**config.mk**
```make
export PLATFORM = sky130hd
export DESIGN_NAME = m2v_block_seq_flat
export DESIGN_NICKNAME = d
export VERILOG_FILES = /design/src/rtl/m2v_block_seq_if.sv /design/src/rtl/m2v_block_seq.sv /design/src/flat_wrapper.sv
export SDC_FILE = /design/constraint.sdc
export NUM_CORES = 1
export LEC_CHECK = 0
export ABC_CLOCK_PERIOD_IN_PS = 1600
export CAP_MARGIN = 5
export CELL_PAD_IN_SITES_DETAIL_PLACEMENT = 1
export CELL_PAD_IN_SITES_GLOBAL_PLACEMENT = 1
export CORE_MARGIN = 1.5
export CORE_UTILIZATION = 28
export CTS_CLUSTER_DIAMETER = 80
export DETAILED_ROUTE_END_ITERATION = 16
export PLACE_DENSITY = 0.72
export SYNTH_ARGS = -nofsm -noshare
export SYNTH_HDL_FRONTEND = slang
export SYNTH_SLANG_ARGS = --single-unit
```
**constraint.sdc**
```tcl
create_clock -name clk -period 1.6 [get_ports clk]
set_input_delay 0.24 -clock clk [delete_from_list [all_inputs] [get_ports clk]]
set_output_delay 0.24 -clock clk [all_outputs]
set_load 0.03 [all_outputs]
```
**src/rtl/m2v_block_seq_if.sv**
```systemverilog
// m2v_block_seq_if
//   Bundles the macroblock descriptor handshake, the flush request/ack pair,
//   the downstream block_ready input and the stage-3 side-info bus of the
//   block sequencer.
//
//   Handshake semantics: a descriptor transfers on a rising clk edge where
//   mb_valid and mb_ready are both 1; the producer holds mb_* stable while
//   mb_valid=1 and mb_ready=0. flush is a level held until flush_ack pulses.
//   blk_ready is sampled only while the sequencer is armed; block_start is a
//   one-cycle pulse during which s3_* are valid.
//
//   modport master : descriptor producer / downstream consumer (drives inputs)
//   modport slave  : the sequencer itself
interface m2v_block_seq_if #(
    parameter int MBX_WIDTH = 6,
    parameter int MBY_WIDTH = 5
);
    logic                 mb_valid;
    logic                 mb_ready;
    logic [MBX_WIDTH-1:0] mb_x;
    logic [MBY_WIDTH-1:0] mb_y;
    logic                 mb_intra;
    logic [5:0]           mb_cbp;
    logic                 flush;
    logic                 flush_ack;
    logic                 blk_ready;
    logic [MBX_WIDTH-1:0] s3_mb_x;
    logic [MBY_WIDTH-1:0] s3_mb_y;
    logic                 s3_mb_intra;
    logic [2:0]           s3_block;
    logic                 s3_coded;
    logic                 s3_enable;
    logic                 block_start;

    modport master (
        output mb_valid, mb_x, mb_y, mb_intra, mb_cbp, flush, blk_ready,
        input  mb_ready, flush_ack, s3_mb_x, s3_mb_y, s3_mb_intra,
               s3_block, s3_coded, s3_enable, block_start
    );

    modport slave (
        input  mb_valid, mb_x, mb_y, mb_intra, mb_cbp, flush, blk_ready,
        output mb_ready, flush_ack, s3_mb_x, s3_mb_y, s3_mb_intra,
               s3_block, s3_coded, s3_enable, block_start
    );
endinterface

```
**src/rtl/m2v_block_seq.sv**
```systemverilog
// m2v_block_seq
//   Stage-3 side-information producer and block sequencer. Accepts one
//   macroblock descriptor, then walks its six 4:2:0 blocks (0..5), issuing one
//   block_start pulse per block with the matching s3_* side info. A flush
//   request issues a single bubble pulse (s3_enable=0) to drain stage 4.
//
// Ports
//   clk        : system clock, rising edge
//   reset_n    : synchronous active-low reset
//   bus        : m2v_block_seq_if.slave (descriptor, flush, side-info bus)
//   dbg_state  : current FSM state (0=IDLE, 1=ARM, 2=PULSE)
module m2v_block_seq #(
    parameter int MBX_WIDTH = 6,
    parameter int MBY_WIDTH = 5
) (
    input  logic                  clk,
    input  logic                  reset_n,
    m2v_block_seq_if.slave        bus,
    output logic [1:0]            dbg_state
);

    typedef enum logic [1:0] {
        S_IDLE  = 2'd0,
        S_ARM   = 2'd1,
        S_PULSE = 2'd2
    } state_e;

    state_e               state_q, state_d;
    logic [2:0]           blk_cnt_q, blk_cnt_d;
    logic [5:0]           cbp_q, cbp_d;
    logic                 flush_flag_q, flush_flag_d;
    logic [MBX_WIDTH-1:0] s3_mb_x_q, s3_mb_x_d;
    logic [MBY_WIDTH-1:0] s3_mb_y_q, s3_mb_y_d;
    logic                 s3_mb_intra_q, s3_mb_intra_d;
    logic [2:0]           s3_block_q, s3_block_d;
    logic                 s3_coded_q, s3_coded_d;
    logic                 s3_enable_q, s3_enable_d;
    logic                 block_start_q, block_start_d;
    logic                 flush_ack_q, flush_ack_d;
    logic [2:0]           blk_nxt;

    assign blk_nxt = blk_cnt_q + 3'd1;

    always_comb begin
        state_d       = state_q;
        blk_cnt_d     = blk_cnt_q;
        cbp_d         = cbp_q;
        flush_flag_d  = flush_flag_q;
        s3_mb_x_d     = s3_mb_x_q;
        s3_mb_y_d     = s3_mb_y_q;
        s3_mb_intra_d = s3_mb_intra_q;
        s3_block_d    = s3_block_q;
        s3_coded_d    = s3_coded_q;
        s3_enable_d   = s3_enable_q;
        block_start_d = 1'b0;
        flush_ack_d   = 1'b0;

        case (state_q)
            S_IDLE: begin
                // A descriptor wins over a pending flush; the flush is then
                // served once the macroblock has drained.
                if (bus.mb_valid) begin
                    cbp_d         = bus.mb_cbp;
                    blk_cnt_d     = 3'd0;
                    s3_mb_x_d     = bus.mb_x;
                    s3_mb_y_d     = bus.mb_y;
                    s3_mb_intra_d = bus.mb_intra;
                    s3_block_d    = 3'd0;
                    s3_coded_d    = bus.mb_intra | bus.mb_cbp[5];
                    s3_enable_d   = 1'b1;
                    state_d       = S_ARM;
                end else if (bus.flush) begin
                    // Bubble keeps the last macroblock position on the bus.
                    flush_ack_d  = 1'b1;
                    flush_flag_d = 1'b1;
                    blk_cnt_d    = 3'd0;
                    s3_block_d   = 3'd0;
                    s3_coded_d   = 1'b0;
                    s3_enable_d  = 1'b0;
                    state_d      = S_ARM;
                end
            end
            S_ARM: begin
                if (bus.blk_ready) begin
                    block_start_d = 1'b1;
                    state_d       = S_PULSE;
                end
            end
            S_PULSE: begin
                if (flush_flag_q || blk_cnt_q == 3'd5) begin
                    flush_flag_d = 1'b0;
                    state_d      = S_IDLE;
                end else begin
                    blk_cnt_d  = blk_nxt;
                    s3_block_d = blk_nxt;
                    // cbp bit 5 belongs to block 0, so the bit index runs downward.
                    s3_coded_d = s3_mb_intra_q | cbp_q[3'd5 - blk_nxt];
                    state_d    = S_ARM;
                end
            end
            default: state_d = S_IDLE;
        endcase
    end

    always_ff @(posedge clk) begin
        if (!reset_n) begin
            state_q       <= S_IDLE;
            blk_cnt_q     <= 3'd0;
            cbp_q         <= 6'd0;
            flush_flag_q  <= 1'b0;
            s3_mb_x_q     <= '0;
            s3_mb_y_q     <= '0;
            s3_mb_intra_q <= 1'b0;
            s3_block_q    <= 3'd0;
            s3_coded_q    <= 1'b0;
            s3_enable_q   <= 1'b0;
            block_start_q <= 1'b0;
            flush_ack_q   <= 1'b0;
        end else begin
            state_q       <= state_d;
            blk_cnt_q     <= blk_cnt_d;
            cbp_q         <= cbp_d;
            flush_flag_q  <= flush_flag_d;
            s3_mb_x_q     <= s3_mb_x_d;
            s3_mb_y_q     <= s3_mb_y_d;
            s3_mb_intra_q <= s3_mb_intra_d;
            s3_block_q    <= s3_block_d;
            s3_coded_q    <= s3_coded_d;
            s3_enable_q   <= s3_enable_d;
            block_start_q <= block_start_d;
            flush_ack_q   <= flush_ack_d;
        end
    end

    // mb_ready is the only combinational output: it must drop during reset.
    assign bus.mb_ready    = reset_n & (state_q == S_IDLE);
    assign bus.flush_ack   = flush_ack_q;
    assign bus.s3_mb_x     = s3_mb_x_q;
    assign bus.s3_mb_y     = s3_mb_y_q;
    assign bus.s3_mb_intra = s3_mb_intra_q;
    assign bus.s3_block    = s3_block_q;
    assign bus.s3_coded    = s3_coded_q;
    assign bus.s3_enable   = s3_enable_q;
    assign bus.block_start = block_start_q;
    assign dbg_state       = state_q;

endmodule

```
**src/flat_wrapper.sv**
```systemverilog
// flat-port wrapper written by rule: the top's interface ports become plain ports
module m2v_block_seq_flat 
#(
    parameter int MBX_WIDTH = 6,
    parameter int MBY_WIDTH = 5
)
  (clk, reset_n, dbg_state, bus_mb_valid, bus_mb_x, bus_mb_y, bus_mb_intra, bus_mb_cbp, bus_flush, bus_blk_ready, bus_mb_ready, bus_flush_ack, bus_s3_mb_x, bus_s3_mb_y, bus_s3_mb_intra, bus_s3_block, bus_s3_coded, bus_s3_enable, bus_block_start);
  m2v_block_seq_if #(.MBX_WIDTH(MBX_WIDTH), .MBY_WIDTH(MBY_WIDTH)) bus_i ();
  input  logic clk;
  input  logic reset_n;
  output logic [1:0] dbg_state;
  input wire logic [$bits(bus_i.mb_valid)-1:0] bus_mb_valid;
  input wire logic [$bits(bus_i.mb_x)-1:0] bus_mb_x;
  input wire logic [$bits(bus_i.mb_y)-1:0] bus_mb_y;
  input wire logic [$bits(bus_i.mb_intra)-1:0] bus_mb_intra;
  input wire logic [$bits(bus_i.mb_cbp)-1:0] bus_mb_cbp;
  input wire logic [$bits(bus_i.flush)-1:0] bus_flush;
  input wire logic [$bits(bus_i.blk_ready)-1:0] bus_blk_ready;
  output wire logic [$bits(bus_i.mb_ready)-1:0] bus_mb_ready;
  output wire logic [$bits(bus_i.flush_ack)-1:0] bus_flush_ack;
  output wire logic [$bits(bus_i.s3_mb_x)-1:0] bus_s3_mb_x;
  output wire logic [$bits(bus_i.s3_mb_y)-1:0] bus_s3_mb_y;
  output wire logic [$bits(bus_i.s3_mb_intra)-1:0] bus_s3_mb_intra;
  output wire logic [$bits(bus_i.s3_block)-1:0] bus_s3_block;
  output wire logic [$bits(bus_i.s3_coded)-1:0] bus_s3_coded;
  output wire logic [$bits(bus_i.s3_enable)-1:0] bus_s3_enable;
  output wire logic [$bits(bus_i.block_start)-1:0] bus_block_start;
  assign bus_i.mb_valid = bus_mb_valid;
  assign bus_i.mb_x = bus_mb_x;
  assign bus_i.mb_y = bus_mb_y;
  assign bus_i.mb_intra = bus_mb_intra;
  assign bus_i.mb_cbp = bus_mb_cbp;
  assign bus_i.flush = bus_flush;
  assign bus_i.blk_ready = bus_blk_ready;
  assign bus_mb_ready = bus_i.mb_ready;
  assign bus_flush_ack = bus_i.flush_ack;
  assign bus_s3_mb_x = bus_i.s3_mb_x;
  assign bus_s3_mb_y = bus_i.s3_mb_y;
  assign bus_s3_mb_intra = bus_i.s3_mb_intra;
  assign bus_s3_block = bus_i.s3_block;
  assign bus_s3_coded = bus_i.s3_coded;
  assign bus_s3_enable = bus_i.s3_enable;
  assign bus_block_start = bus_i.block_start;
  m2v_block_seq #(.MBX_WIDTH(MBX_WIDTH), .MBY_WIDTH(MBY_WIDTH)) u_core (.clk(clk), .reset_n(reset_n), .bus(bus_i), .dbg_state(dbg_state));
endmodule
```
# [Yosys cells after proc, flatten, opt, wreduce, memory -nomap -nowiden]
# Index checks and enable logic that the tools add are counted.
[word_totals] register_bits=28 input_bits=23 out_inout_bits=22 wordCells=61
[classes] n_addsub=2 order_cmp=1 n_eq_ne=9 muxes=22 bitwise=5 reduce_logical=11
[op_table] op="$mux W1" n=11
[op_table] op="$mux W3" n=3
[op_table] op="$ne A2 B2 Y1 const B" n=4
[op_table] op="$reduce_and A2 Y1" n=4
[op_table] op="$mux W2" n=3
[op_table] op="$pmux W2 S3" n=1
[op_table] op="$pmux W3 S2" n=1
[op_table] op="$lt A3 B4 Y1 const B" n=1
[op_table] op="$pmux W1 S2" n=2
[op_table] op="$reduce_and A4 Y1" n=1
[op_table] op="$reduce_bool A2 Y1" n=2
[op_table] op="$add A3 B1 Y3 const B" n=1
[op_table] op="$bmux W1 S3" n=1
[op_table] op="$eq A3 B3 Y1 const B" n=1
[op_table] op="$ne A3 B3 Y1 const B" n=1
[op_table] op="$reduce_and A3 Y1" n=1
[op_table] op="$reduce_or A3 Y1" n=1
[op_table] op="$sub A3 B3 Y3 const A" n=1
[op_table] op="$eq A2 B1 Y1 const B" n=1
[op_table] op="$eq A2 B2 Y1 const B" n=1
[op_table] op="$logic_not A2 Y1" n=1
[op_table] op="$ne A2 B1 Y1 const B" n=1
[op_table] op="$not A1 Y1" n=2
[op_table] op="$or A1 B1 Y1" n=2
[op_table] op="2 further kinds" n=2

# [Depth between registers and ports, before layout]
# Gate-level depths: netlist of run 1.
[depth] ltp_word=7 ltp_mapped=6

# [Least setup slack after synthesis of run 1]
# No wires, ideal clock.
[synth_path] kind="reg-to-reg" startpoint="register, netlist name u_core.bus.s3_block[1]" endpoint="register u_core.s3_block_q[0], in the netlist u_core.bus.s3_block[0]" arrival_time_ns=1.740 slack_ns=-0.210 stages_incl_launch_ff=7 path_buffers=0 synth_period_minus_slack_ns=1.810 cell_sequence="dfxtp_1 -> inv_1 -> ha_1 -> a21o_2 -> a211o_1 -> or3_1 -> a21boi_1"
[synth_rtl] element="end signal: assignment" line_no="m2v_block_seq.sv:127" text="s3_block_q <= s3_block_d;"
[synth_rtl] element="end: declaration" line_no="m2v_block_seq.sv:35" text="logic [2:0] s3_block_q, s3_block_d;"

==> impl_metrics.tcl, run 1 <==
set metrics [dict create \
    r2r_slack_ps 30 \
    finalClockSkew_ps 4.39 \
    setup_viol 0 \
    reg2reg_depth 5 \
    max_freq_mhz 639 \
    die_area_um2 4580 \
    track_usage_pct 14.6 \
    ys_seq_area_share_pct 47.8 \
    hp-class "register to register" \
    clockBufferDepth 2 \
    worstHoldEndpoint "u_core.cbp_q[1]" \
    finalCritPeriodShare_pct 97.8 \
    die-width_um 67.7 \
    rsz0062_at_grt "true" \
    ant_nets 0 \
    cp_slowest_cell "dfxtp_4" \
    rr_startpoint "u_core.bus.s3_block[0]" \
    drc 0 \
    drtIter0Drc 44 \
    routedWlPerCell_um 13.4 \
    slew_headroom_pct 77.5 \
    design_area_um2 1830 \
    worstMarginPinSlew_ps 336 \
    timing.final.ws_setup_ps 35.0 \
    ir_drop_uv 566 \
    cts-htree-levels 1 \
    core_area_um2 4000 \
    r2r_end "u_core.bus.s3_block[0]" \
    setup.worst_path.start "u_core.bus.s3_block[0]" \
    grt_pass1_wl_um 4990 \
    syn_nets 154 \
    yosysWarnings 0 \
    worstSetupEndpointType "register" \
    syn_area_um2 1170 \
    rows 23 \
    area_delta_synth_final_pct 56.4 \
    tns_ps 0 \
    start_kind "register" \
    grt_pass1_vias 1103 \
    drive_gt1_share_pct 15.6 \
    crit_fanout 6 \
    fin_cells 230 \
    final_common_cell "nand2_1" \
    place_ws_ps -84.7 \
    synth_area_per_cell_um2 9.09 \
    synth_cell_types 32 \
    critPathMaxStageDelay_ps 380 \
    clkLatencyLatePin_ps 270 \
    wl_um 3080 \
    crit_arrival_ps 1780 \
    dpl-instance-area_um2 1740 \
    cts_buffers 3 \
    hold_depth 2 \
    holdWs_ps 475 \
    p_total_mw 1.51 \
    io_buffers 44 \
    cts_tree "built" \
    cap_violations 0 \
    final_util_pct 45.8 \
    cts_root_buf "clkbuf_8" \
    cp_num_buf_inv 0 \
    period_minus_slack_ps 1570 \
    leakagePower_nw 0.783 \
    dp.cells 225 \
    io_pins 45 \
    syn-instance-count 129 \
    grt-ovfl-total 0 \
    start_util_pct 29.3 \
    gp_routability_congestion 0.752 \
    min_from "u_core.cbp_q[1]" \
    critical_path_required_ps 1810 \
    path_class "register to register" \
    grt_max_degree 28 \
    power_density_nw_per_um2 823 \
    viasPerCell 4.77 \
    status "finished, final reports clean" \
    drt-pass1-iter-count 2 \
    drv_slew 0 \
    synth_seq_cells 28 \
    vias 1098 \
    clock_sinks 28 \
    hold_viol 0 \
    antenna_found_initial 0 \
    die_h_um 67.7 \
    cp_top_family "compound AO/OA/AOI/OAI gates" \
    dp_hpwl_um 2310 \
    finalNetCount 207 \
    path_clk_slew_ps 100 \
    final_cell_mix "nand2_1, clkdlybuf4s50_1, dfxtp_1, a21boi_0, buf_4" \
    antenna_cells 0 \
    cp_cell_sequence "ha_4, a21o_4, a211o_1, or3_1, a21boi_1" \
]
## sequential cells by signal, summed over array words and instances, names as in the netlist
register / flops
u_core.dbg_state: 2
u_core.bus.s3_coded: 1
u_core.bus.s3_block: 3
u_core.bus.block_start: 1
u_core.bus.s3_mb_x: 6
u_core.bus.flush_ack: 1
u_core.flush_flag_q: 1
u_core.cbp_q: 6
u_core.bus.s3_enable: 1
u_core.bus.s3_mb_intra: 1
u_core.bus.s3_mb_y: 5
## power by group
group	switching (mW)	internal, mW	leakage (nW)
clock network	0.220	0.169	0.0216
registers	0.0279	0.736	0.232
logic	0.174	0.181	0.530
total	0.422	1.09	0.783
## worst reg2reg max path: cells and delay by family, from the launching register on
kind	cells	cell delay [ps]
and+or+nand+nor	1	350
AOI/OAI and AO/OA	3	610
DFF	1	380
adders and majority gates	1	160
## cells by family (layout without fill, tap and decap cells)
group,after synthesis,in the layout,share of synthesized area [%]
flip-flops,28,28,47.8
AND/OR/NAND/NOR,56,56,22.7
XOR/XNOR,1,1,0.747
adder cells (fa/ha/maj),2,2,2.13
buffers and inverters,8,59,3.10
AO/OA/AOI/OAI,31,31,19.9
multiplexers,3,3,3.63
## repair_timing
item / CTS / global route
setup buffers: 0 / 2
hold buffers: 0 / 0
pin swaps: 1 / 2
resized for setup: 5 / 11
endpoints found under the setup margin: 6 / 9
## area by class of cell
| class | count | area (um2) |
|---|---|---|
| Multi-Input combinational cell | 93 | 607 |
| Sequential cell | 28 | 569 |
| Inverter | 2 | 7.51 |
| Fill cell | 457 | 2170 |
| Tap cell | 50 | 62.6 |
| Clock buffer | 3 | 41.3 |
| Timing Repair Buffer | 54 | 546 |
## cell usage after synthesis
cell type	n	share of area [%]
a21o_2	1	0.75
a211o_1	1	0.75
nor2_1	3	0.96
mux2i_1	2	1.7
xnor2_1	1	0.75
and4b_2	2	1.9
a21oi_1	1	0.43
mux4_2	1	1.9
ha_1	2	2.1
or3_1	1	0.53
nor2b_1	2	1.1
buf_4	1	0.64
inv_1	2	0.64
nand2_1	39	12
o31ai_1	1	0.64
buf_2	2	0.85
nand4b_1	1	0.75
nor3_2	1	0.85
a211oi_2	1	1.1
and2_1	3	1.6
o21a_1	1	0.64
a31o_2	1	0.75
a31oi_1	1	0.53
a21boi_0	19	12
dfxtp_1	28	48
o21ai_0	2	0.85
nor3b_1	2	1.3
nand2b_1	1	0.53
clkbuf_1	3	0.96
o211ai_1	1	0.64
and3b_1	1	0.75
a21boi_1	1	0.64
## routing by layer
metal / global-route usage [%] / up-vias / wire length, um
met5: 0 / - / 0
li1: - / 540 / -
met4: 3.06 / 0 / 0
met2: 27.9 / 36 / 1530
met1: 14.4 / 522 / 1280
met3: 6.00 / 0 / 275
## how the worst max path moves through the flow
stage                             end  slack [ps]  cells after the start
2_1_floorplan  u_core.bus.s3_block[0]         0.6                      6
3_3_place_gp   u_core.bus.s3_block[0]         -50                      5
3_5_place_dp   u_core.bus.s3_block[0]         -80                      5
4_1_cts           u_core.bus.s3_coded         -10                      6
5_1_grt           u_core.bus.s3_coded         -40                      6
6_report       u_core.bus.s3_block[0]          30                      5
(Power assumes the default switching activity.)
==> run 2, diff against run 1 <==
--- a/config.mk
+++ b/config.mk
@@ -19 +19,2 @@
 export SYNTH_SLANG_ARGS = --single-unit
+export TNS_END_PERCENT = 20
==> constraint.sdc (replaced) <==
create_clock -name clk -period 1.6 [get_ports clk]
set_input_delay 0.16 -clock clk [delete_from_list [all_inputs] [get_ports clk]]
set_output_delay 0.16 -clock clk [all_outputs]
set_load 0.03 [all_outputs]
==> impl_metrics.tcl, run 2 (synthesis gave the netlist of run 1 again) <==
set metrics [dict create \
    status "complete, but fails checks" \
    violations "negative setup slack" \
    drive_gt1_share_pct 14.1 \
    wl_um 3090 \
    finalCritPeriodShare_pct 101 \
    num-fill-cells 455 \
    drc 0 \
    dp_hpwl_um 2340 \
    crit_arrival_ps 1820 \
    drtIter0Drc 15 \
    drt-pass1-iter-count 3 \
    cts-htree-levels 1 \
    hp-class "input pin to register" \
    final_cell_mix "nand2_1, clkdlybuf4s50_1, dfxtp_1, a21boi_0, buf_4" \
    cp_top_family "compound AO/OA/AOI/OAI gates" \
    start_util_pct 29.3 \
    timing.final.ws_setup_ps -14.3 \
    cap_violations 0 \
    start_kind "register" \
    tns_ps -14.3 \
    power_density_nw_per_um2 879 \
    r2r_slack_ps -10 \
    finalNetCount 203 \
    hold_viol 0 \
    io_buffers 44 \
    worstMarginPinSlew_ps 335 \
    grt_pass1_wl_um 5210 \
    grt_pass1_vias 1181 \
    critical_path_required_ps 1810 \
    leakagePower_nw 0.711 \
    antenna_cells 0 \
    cp_num_buf_inv 1 \
    slew_headroom_pct 77.6 \
    cts_tree "built" \
    die_h_um 67.7 \
    crit_fanout 4 \
    cts_root_buf "clkbuf_8" \
    cp_cell_sequence "inv_4, ha_4, a21o_4, a211o_1, or3_4, a21boi_2" \
    period_minus_slack_ps 1610 \
    path_class "register to register" \
    area_delta_synth_final_pct 55.8 \
    antenna_found_initial 0 \
    rows 23 \
    fin_cells 227 \
    rsz0062_at_grt "true" \
    clock_sinks 28 \
    die-width_um 67.7 \
    clkLatencyLatePin_ps 270 \
    finalClockSkew_ps 2.29 \
    clockBufferDepth 2 \
    grt_max_degree 28 \
    dp.cells 223 \
    ant_nets 0 \
    viasPerCell 4.77 \
    setup_viol 1 \
    track_usage_pct 15.2 \
    gp_routability_congestion 0.752 \
    worstSetupEndpointType "register" \
    io_pins 45 \
    path_clk_slew_ps 90 \
    routedWlPerCell_um 13.6 \
    ir_drop_uv 443 \
    critPathMaxStageDelay_ps 380 \
    cp_slowest_cell "dfxtp_4" \
    drv_slew 0 \
    cts_buffers 3 \
    grt-ovfl-total 0 \
    die_area_um2 4580 \
    core_area_um2 4000 \
    max_freq_mhz 619 \
    vias 1082 \
]
==> run 2: cell type report <==
class / count / area [um2] / share of cell area [%]
inverters: 2 / 10.0 / 0.548
flip-flops and latches: 28 / 566 / 31.0
well taps: 50 / 62.6 / 3.42
repair buffers: 50 / 507 / 27.7
multi-input cells: 93 / 616 / 33.7
clock buffers: 4 / 66.3 / 3.63
==> run 2: layer usage <==
layer	part of all wire (%)	up-vias	global-route usage [%]
met5	0	-	0
met4	0.45	0	3.06
met3	9.8	2	6.33
met2	50	37	28.2
met1	39	514	16.0
li1	-	529	-
==> run 2: metrics by stage <==
step                worst slack, ps  power (mW)  util [%]  hold WS [ps]  area (um2)
floorplan                     -11.4       0.951         -           305        1180
global route                  -83.5        1.70      45.7           442        1830
finish                        -14.3        1.61      45.7           439        1830
detailed placement            -62.5        1.13      43.0           463        1720
CTS                           -42.1        1.63      45.2           432        1810
global placement               18.6        1.12      43.0           449        1720
==> run 2: path summary, 6_finish.rpt <==
path	start	end	cells after the start
max	u_core.bus.s3_block[1]	u_core.bus.s3_block[0]	6
min	bus_mb_cbp[0]	u_core.cbp_q[0]	3
min reg2reg	u_core.bus.s3_mb_y[1]	u_core.bus.s3_mb_y[1]	2
max reg2reg	u_core.bus.s3_block[1]	u_core.bus.s3_block[0]	6
==> run 2: where the power goes <==
group,switching (mW),internal [mW],total (mW)
combinational,0.172,0.176,0.348
sequential,0.0292,0.738,0.767
clock,0.219,0.272,0.491
==> run 2: repair_timing <==
item,4_1_cts,5_1_grt
gates cloned,0,0
endpoints found under the setup margin,7,5
resized for setup,6,7
setup buffers,0,0
hold buffers,0,0
pin swaps,0,1
==> run 2: tightest hold or removal path, stage by stage <==
cell	delay [ps]
clkdlybuf4s50_1	390
nand2_1	50
a21boi_0	60
